**src/rtl/instruction_transmitter_if.sv**
```systemverilog
// Parallel word handshake into the instruction link serializer.
interface instruction_transmitter_if #(
    parameter int WORD_WIDTH = 11
);
    logic                  tx_valid;
    logic [WORD_WIDTH-1:0] tx_data;
    logic                  tx_ready;

    modport master (
        output tx_valid,
        output tx_data,
        input  tx_ready
    );

    modport slave (
        input  tx_valid,
        input  tx_data,
        output tx_ready
    );
endinterface

```
**src/rtl/instruction_transmitter.sv**
```systemverilog
// Two-wire instruction link transmitter: set_bit strobe plus input_bit data,
// MSB first, followed by an idle gap before the next word is accepted.
module instruction_transmitter #(
    parameter int WORD_WIDTH    = 11,
    parameter int CLKS_PER_HALF = 4,
    parameter int GAP_CLKS      = 8
) (
    input  logic                   clk,
    input  logic                   rst_n,
    instruction_transmitter_if.slave tx,
    output logic                   busy,
    output logic                   done,
    output logic                   set_bit,
    output logic                   input_bit
);
    localparam int MAX_CNT = (CLKS_PER_HALF > GAP_CLKS) ?
                             CLKS_PER_HALF : GAP_CLKS;
    localparam int CW = $clog2(MAX_CNT + 1);
    localparam int IW = $clog2(WORD_WIDTH);

    localparam logic [CW-1:0] HALF_LAST = CW'(CLKS_PER_HALF - 1);
    localparam logic [CW-1:0] GAP_LAST  = CW'(GAP_CLKS - 1);
    localparam logic [IW-1:0] IDX_TOP   = IW'(WORD_WIDTH - 1);

    typedef enum logic [1:0] {
        IDLE,
        SETUP,
        STROBE,
        GAP
    } state_t;

    state_t                state, state_n;
    logic [CW-1:0]         cnt, cnt_n;
    logic [IW-1:0]         idx, idx_n;
    logic [WORD_WIDTH-1:0] shreg, shreg_n;
    logic                  ready_q, ready_n;
    logic                  done_n, set_bit_n, input_bit_n;

    assign tx.tx_ready = ready_q;
    assign busy        = !ready_q;

    always_ff @(posedge clk or negedge rst_n) begin
        if (!rst_n) begin
            state     <= IDLE;
            cnt       <= '0;
            idx       <= '0;
            shreg     <= '0;
            ready_q   <= 1'b1;
            done      <= 1'b0;
            set_bit   <= 1'b0;
            input_bit <= 1'b0;
        end else begin
            state     <= state_n;
            cnt       <= cnt_n;
            idx       <= idx_n;
            shreg     <= shreg_n;
            ready_q   <= ready_n;
            done      <= done_n;
            set_bit   <= set_bit_n;
            input_bit <= input_bit_n;
        end
    end

    always_comb begin
        state_n = state;
        cnt_n   = cnt;
        idx_n   = idx;
        shreg_n = shreg;
        done_n  = 1'b0;

        unique case (state)
            IDLE: begin
                if (tx.tx_valid) begin
                    shreg_n = tx.tx_data;
                    idx_n   = IDX_TOP;
                    cnt_n   = '0;
                    state_n = SETUP;
                end
            end
            SETUP: begin
                if (cnt == HALF_LAST) begin
                    cnt_n   = '0;
                    state_n = STROBE;
                end else begin
                    cnt_n = cnt + CW'(1);
                end
            end
            STROBE: begin
                if (cnt == HALF_LAST) begin
                    cnt_n = '0;
                    if (idx != '0) begin
                        idx_n   = idx - IW'(1);
                        shreg_n = {shreg[WORD_WIDTH-2:0], 1'b0};
                        state_n = SETUP;
                    end else begin
                        state_n = GAP;
                    end
                end else begin
                    cnt_n = cnt + CW'(1);
                end
            end
            GAP: begin
                if (cnt == GAP_LAST) begin
                    cnt_n   = '0;
                    done_n  = 1'b1;
                    state_n = IDLE;
                end else begin
                    cnt_n = cnt + CW'(1);
                end
            end
        endcase

        // Outputs are registered copies of the next-state view, so the new
        // bit lands on input_bit in the same cycle set_bit falls.
        ready_n     = (state_n == IDLE);
        set_bit_n   = (state_n == STROBE);
        input_bit_n = (state_n == SETUP || state_n == STROBE) ?
                      shreg_n[WORD_WIDTH-1] : 1'b0;
    end
endmodule

```
**src/flat_wrapper.sv**
```systemverilog
// flat-port wrapper written by rule: the top's interface ports become plain ports
module instruction_transmitter_flat 
#(
    parameter int WORD_WIDTH    = 11,
    parameter int CLKS_PER_HALF = 4,
    parameter int GAP_CLKS      = 8
)
  (clk, rst_n, busy, done, set_bit, input_bit, tx_tx_valid, tx_tx_data, tx_tx_ready);
  instruction_transmitter_if #(.WORD_WIDTH(WORD_WIDTH)) tx_i ();
  input  logic clk;
  input  logic rst_n;
  output logic busy;
  output logic done;
  output logic set_bit;
  output logic input_bit;
  input wire logic [$bits(tx_i.tx_valid)-1:0] tx_tx_valid;
  input wire logic [$bits(tx_i.tx_data)-1:0] tx_tx_data;
  output wire logic [$bits(tx_i.tx_ready)-1:0] tx_tx_ready;
  assign tx_i.tx_valid = tx_tx_valid;
  assign tx_i.tx_data = tx_tx_data;
  assign tx_tx_ready = tx_i.tx_ready;
  instruction_transmitter #(.WORD_WIDTH(WORD_WIDTH), .CLKS_PER_HALF(CLKS_PER_HALF), .GAP_CLKS(GAP_CLKS)) u_core (.clk(clk), .rst_n(rst_n), .tx(tx_i), .busy(busy), .done(done), .set_bit(set_bit), .input_bit(input_bit));
endmodule
```
**config.mk**
```make
export PLATFORM = sky130hd
export DESIGN_NAME = instruction_transmitter_flat
export DESIGN_NICKNAME = d
export VERILOG_FILES = /design/src/rtl/instruction_transmitter_if.sv /design/src/rtl/instruction_transmitter.sv /design/src/flat_wrapper.sv
export SDC_FILE = /design/constraint.sdc
export NUM_CORES = 1
export LEC_CHECK = 0
export ABC_AREA = 0
export BUFFER_PORTS_ARGS = -buffer_cell sky130_fd_sc_hd__buf_2
export CAP_MARGIN = 20
export CORE_ASPECT_RATIO = 1.5
export CORE_MARGIN = 1
export CORE_UTILIZATION = 28
export DETAILED_ROUTE_END_ITERATION = 16
export PLACE_DENSITY = 0.56
export RECOVER_POWER = 100
export SETUP_SLACK_MARGIN = 0.2
export SLEW_MARGIN = 20
export SYNTH_ARGS = -nofsm -noshare
export SYNTH_HDL_FRONTEND = slang
export SYNTH_SLANG_ARGS = --single-unit
```
**constraint.sdc**
```tcl
create_clock -name clk -period 1.9 [get_ports clk]
set_input_delay 0.19 -clock clk [delete_from_list [all_inputs] [get_ports clk]]
set_output_delay 0.19 -clock clk [all_outputs]
set_load 0.02 [all_outputs]
```
==> impl_metrics.toml <==
[setup_path]
slowest_stage = "or4bb_1"
startpoint_type = "flop"
worstPathArrival_ps = 1980
rrSetupSlack_ps = 80
path_cells = "inv_2 -> ha_4 -> or4bb_1 -> a21oi_1 -> a21oi_2 -> and2_4 -> o21a_1"
critical_path_class = "flop to flop"
crit_fanout = 3
critical_path.endpoint_type = "flop"
max_stage_delay_ps = 500
crit_required_ps = 2060

[die]
die_w_um = 58.72
row_count = 30
die_h_um = 87.08
initial_core_util_pct = 29.51
top_level_ports = 19
dieArea_um2 = 5113
coreArea_um2 = 4579

[final_layout]
num_antenna_cells = 0
drive_above_1_share_pct = 39.44
mostFrequentLayoutCell = "dfrtp_1"
seqCellArea_um2 = 626.9
nFillCells = 488
nets = 203
final_cell_mix = "dfrtp_1, buf_4, o21ai_1, nand2_1, buf_2"
syn2layout_area_growth_pct = 36.48
multi_input_area_um2 = 760.7

[sta]
rsz0062_at_grt = "true"
hold_slack_ps = 144.4
fmax_ghz = 0.5509
slew_headroom_pct = 10.82
fin_crit_sh_pct = 95.54
final_max_slew_viol_count = 0
worst_pin_slew_ps = 1338
finalSetupViolCount = 0
tns_ps = 0
period_minus_slack_ps = 1815
skew_ps = 3.624
final_hold_viol_count = 0

[clock_network]
clockBufferDepth = 2
cts_tree = "done"
numCtsBuffers = 3
cts.clk_slew.worst_paths_ps = 90
clock_latency_ps = 270
cts_root_buf = "clkbuf_8"
cts_max_level = 1
cts.sinks = 25

[global_routing]
overflow = 0
grt_max_degree = 26
grt_pass1_vias = 1152
antenna_found_initial = 0
grt_util_all_layers_pct = 13.48
grt_pass1_wl_um = 5319

[yosys]
netlist_instances = 139
ys_seq_elements = 25
avgSynthCellArea_um2 = 9.722
synth-edff-count = 0
synthesis.area_um2 = 1351
ys_seq_area_share_pct = 46.39
yosysWarnings = 0
synthDistinctLibCells = 38
synth_flop_cell = "dfrtp_1"
syn_nets = 161
async_flop_share_pct = 100.0

[place]
dpl.hpwl_um = 2112
io_buffers = 18
finalWeightedCongestion = 0.7795

[routing]
first_pass_iters = 4
num_vias = 1186
drtAntennaViolNets = 0
drt_wl_total_um = 3159
avgViaCountPerCell = 4.861
wire_per_inst_um = 12.95
drc_errors = 0
drtIter0Drc = 38

[power]
irDropWorstVdd_v = 0.0006038
p_leak_nw = 0.8014
power_density_nw_per_um2 = 1041

[job]
cap_violations = 0

[min_path]
worst_hold_path_type = "input port to flop"

[outcome]
status = "completed"
-- cell usage after synthesis, drive strengths merged, types with 4 or more instances --
cell	count	area, um^2
dfrtp	24	600.6
nand2	19	71.32
o21ai	18	101.4
a22oi	9	67.56
ha	8	100.1
inv	8	30.03
a21oi	6	33.78
buf	6	35.03
nor2	5	18.77
nand3	4	20.02
-- layout make-up --
type	instances	area share, %
repair buffers	44	16.28
flip-flops and latches	25	33.99
well taps	64	4.342
clock buffers	3	2.239
multi-input cells	99	41.25
clock inverters	1	0.2714
inverters	8	1.628
-- final timing paths --
kind                            startpoint               end  cells after the start
setup reg to reg           u_core.state[1]  u_core.input_bit                      7
hold / removal               tx_tx_data[0]   u_core.shreg[0]                      3
setup / recovery           u_core.state[1]  u_core.input_bit                      7
min in group asynchronous            rst_n       u_core.done                      2
max in group asynchronous            rst_n   u_core.state[0]                      2
hold reg to reg            u_core.shreg[3]   u_core.shreg[3]                      2
-- report_power, final --
part	total (mW)	internal (mW)	switching, mW
clock network	0.314	0.146	0.167
logic	0.832	0.366	0.466
registers	0.774	0.676	0.0974
-- kinds of logic after synthesis --
kind of cell,count (synthesis),synth area share [%]
AOI/OAI and AO/OA,43,21.02
xor gates and xnor gates,2,1.297
adders and majority gates,8,7.408
buffers and inverters,15,5.092
DFF,25,46.39
muxes,4,3.056
and+or+nand+nor,42,15.74
-- routing by layer --
layer / wire length (um) / global-route usage (%) / vias to the layer above / share of wire, %
li1: - / - / 574 / -
met1: 1333 / 16.53 / 586 / 42
met2: 1721 / 23.76 / 24 / 54
met3: 94 / 2.526 / 2 / 3.0
met4: 9 / 3.463 / 0 / 0.28
met5: 0 / 0 / - / 0
-- repair_timing --
action,in CTS,in global routing
cloned,1,0
endpoints found under the hold margin,24,0
endpoints found under the setup margin,18,21
pin swaps,11,12
gates resized for setup,14,30
buffers inserted,7,3
hold buffers,1,0
-- state kept, by name, indices dropped and copies added, names as in the netlist --
signal / flops
u_core.tx.tx_ready: 1
u_core.done: 1
u_core.idx: 4
u_core.state: 2
u_core.set_bit: 1
u_core.shreg: 11
u_core.input_bit: 1
u_core.cnt: 4
-- through the flow --
step	instance area, um^2	cells	worst slack [ps]	utilization [%]	power [mW]
3_3_place_gp	1607	228	66.45	35.08	1.425
4_1_cts	1783	241	116.2	38.93	1.866
2_1_floorplan	1383	139	7.046	-	1.229
6_report	1844	244	84.70	40.27	1.919
3_5_place_dp	1607	228	-14.13	35.08	1.443
5_1_grt	1844	244	18.62	40.27	2.066
-- critical path, delay by kind of cell (launching register included) --
kind / cells / cell delay [ps]
flip-flops: 1 / 380
AO/OA/AOI/OAI: 3 / 440
adder cells (fa/ha/maj): 1 / 160
buffers and inverters: 1 / 70
AND/OR/NAND/NOR: 2 / 650
Note: power is estimated with default switching activity, not from simulation.
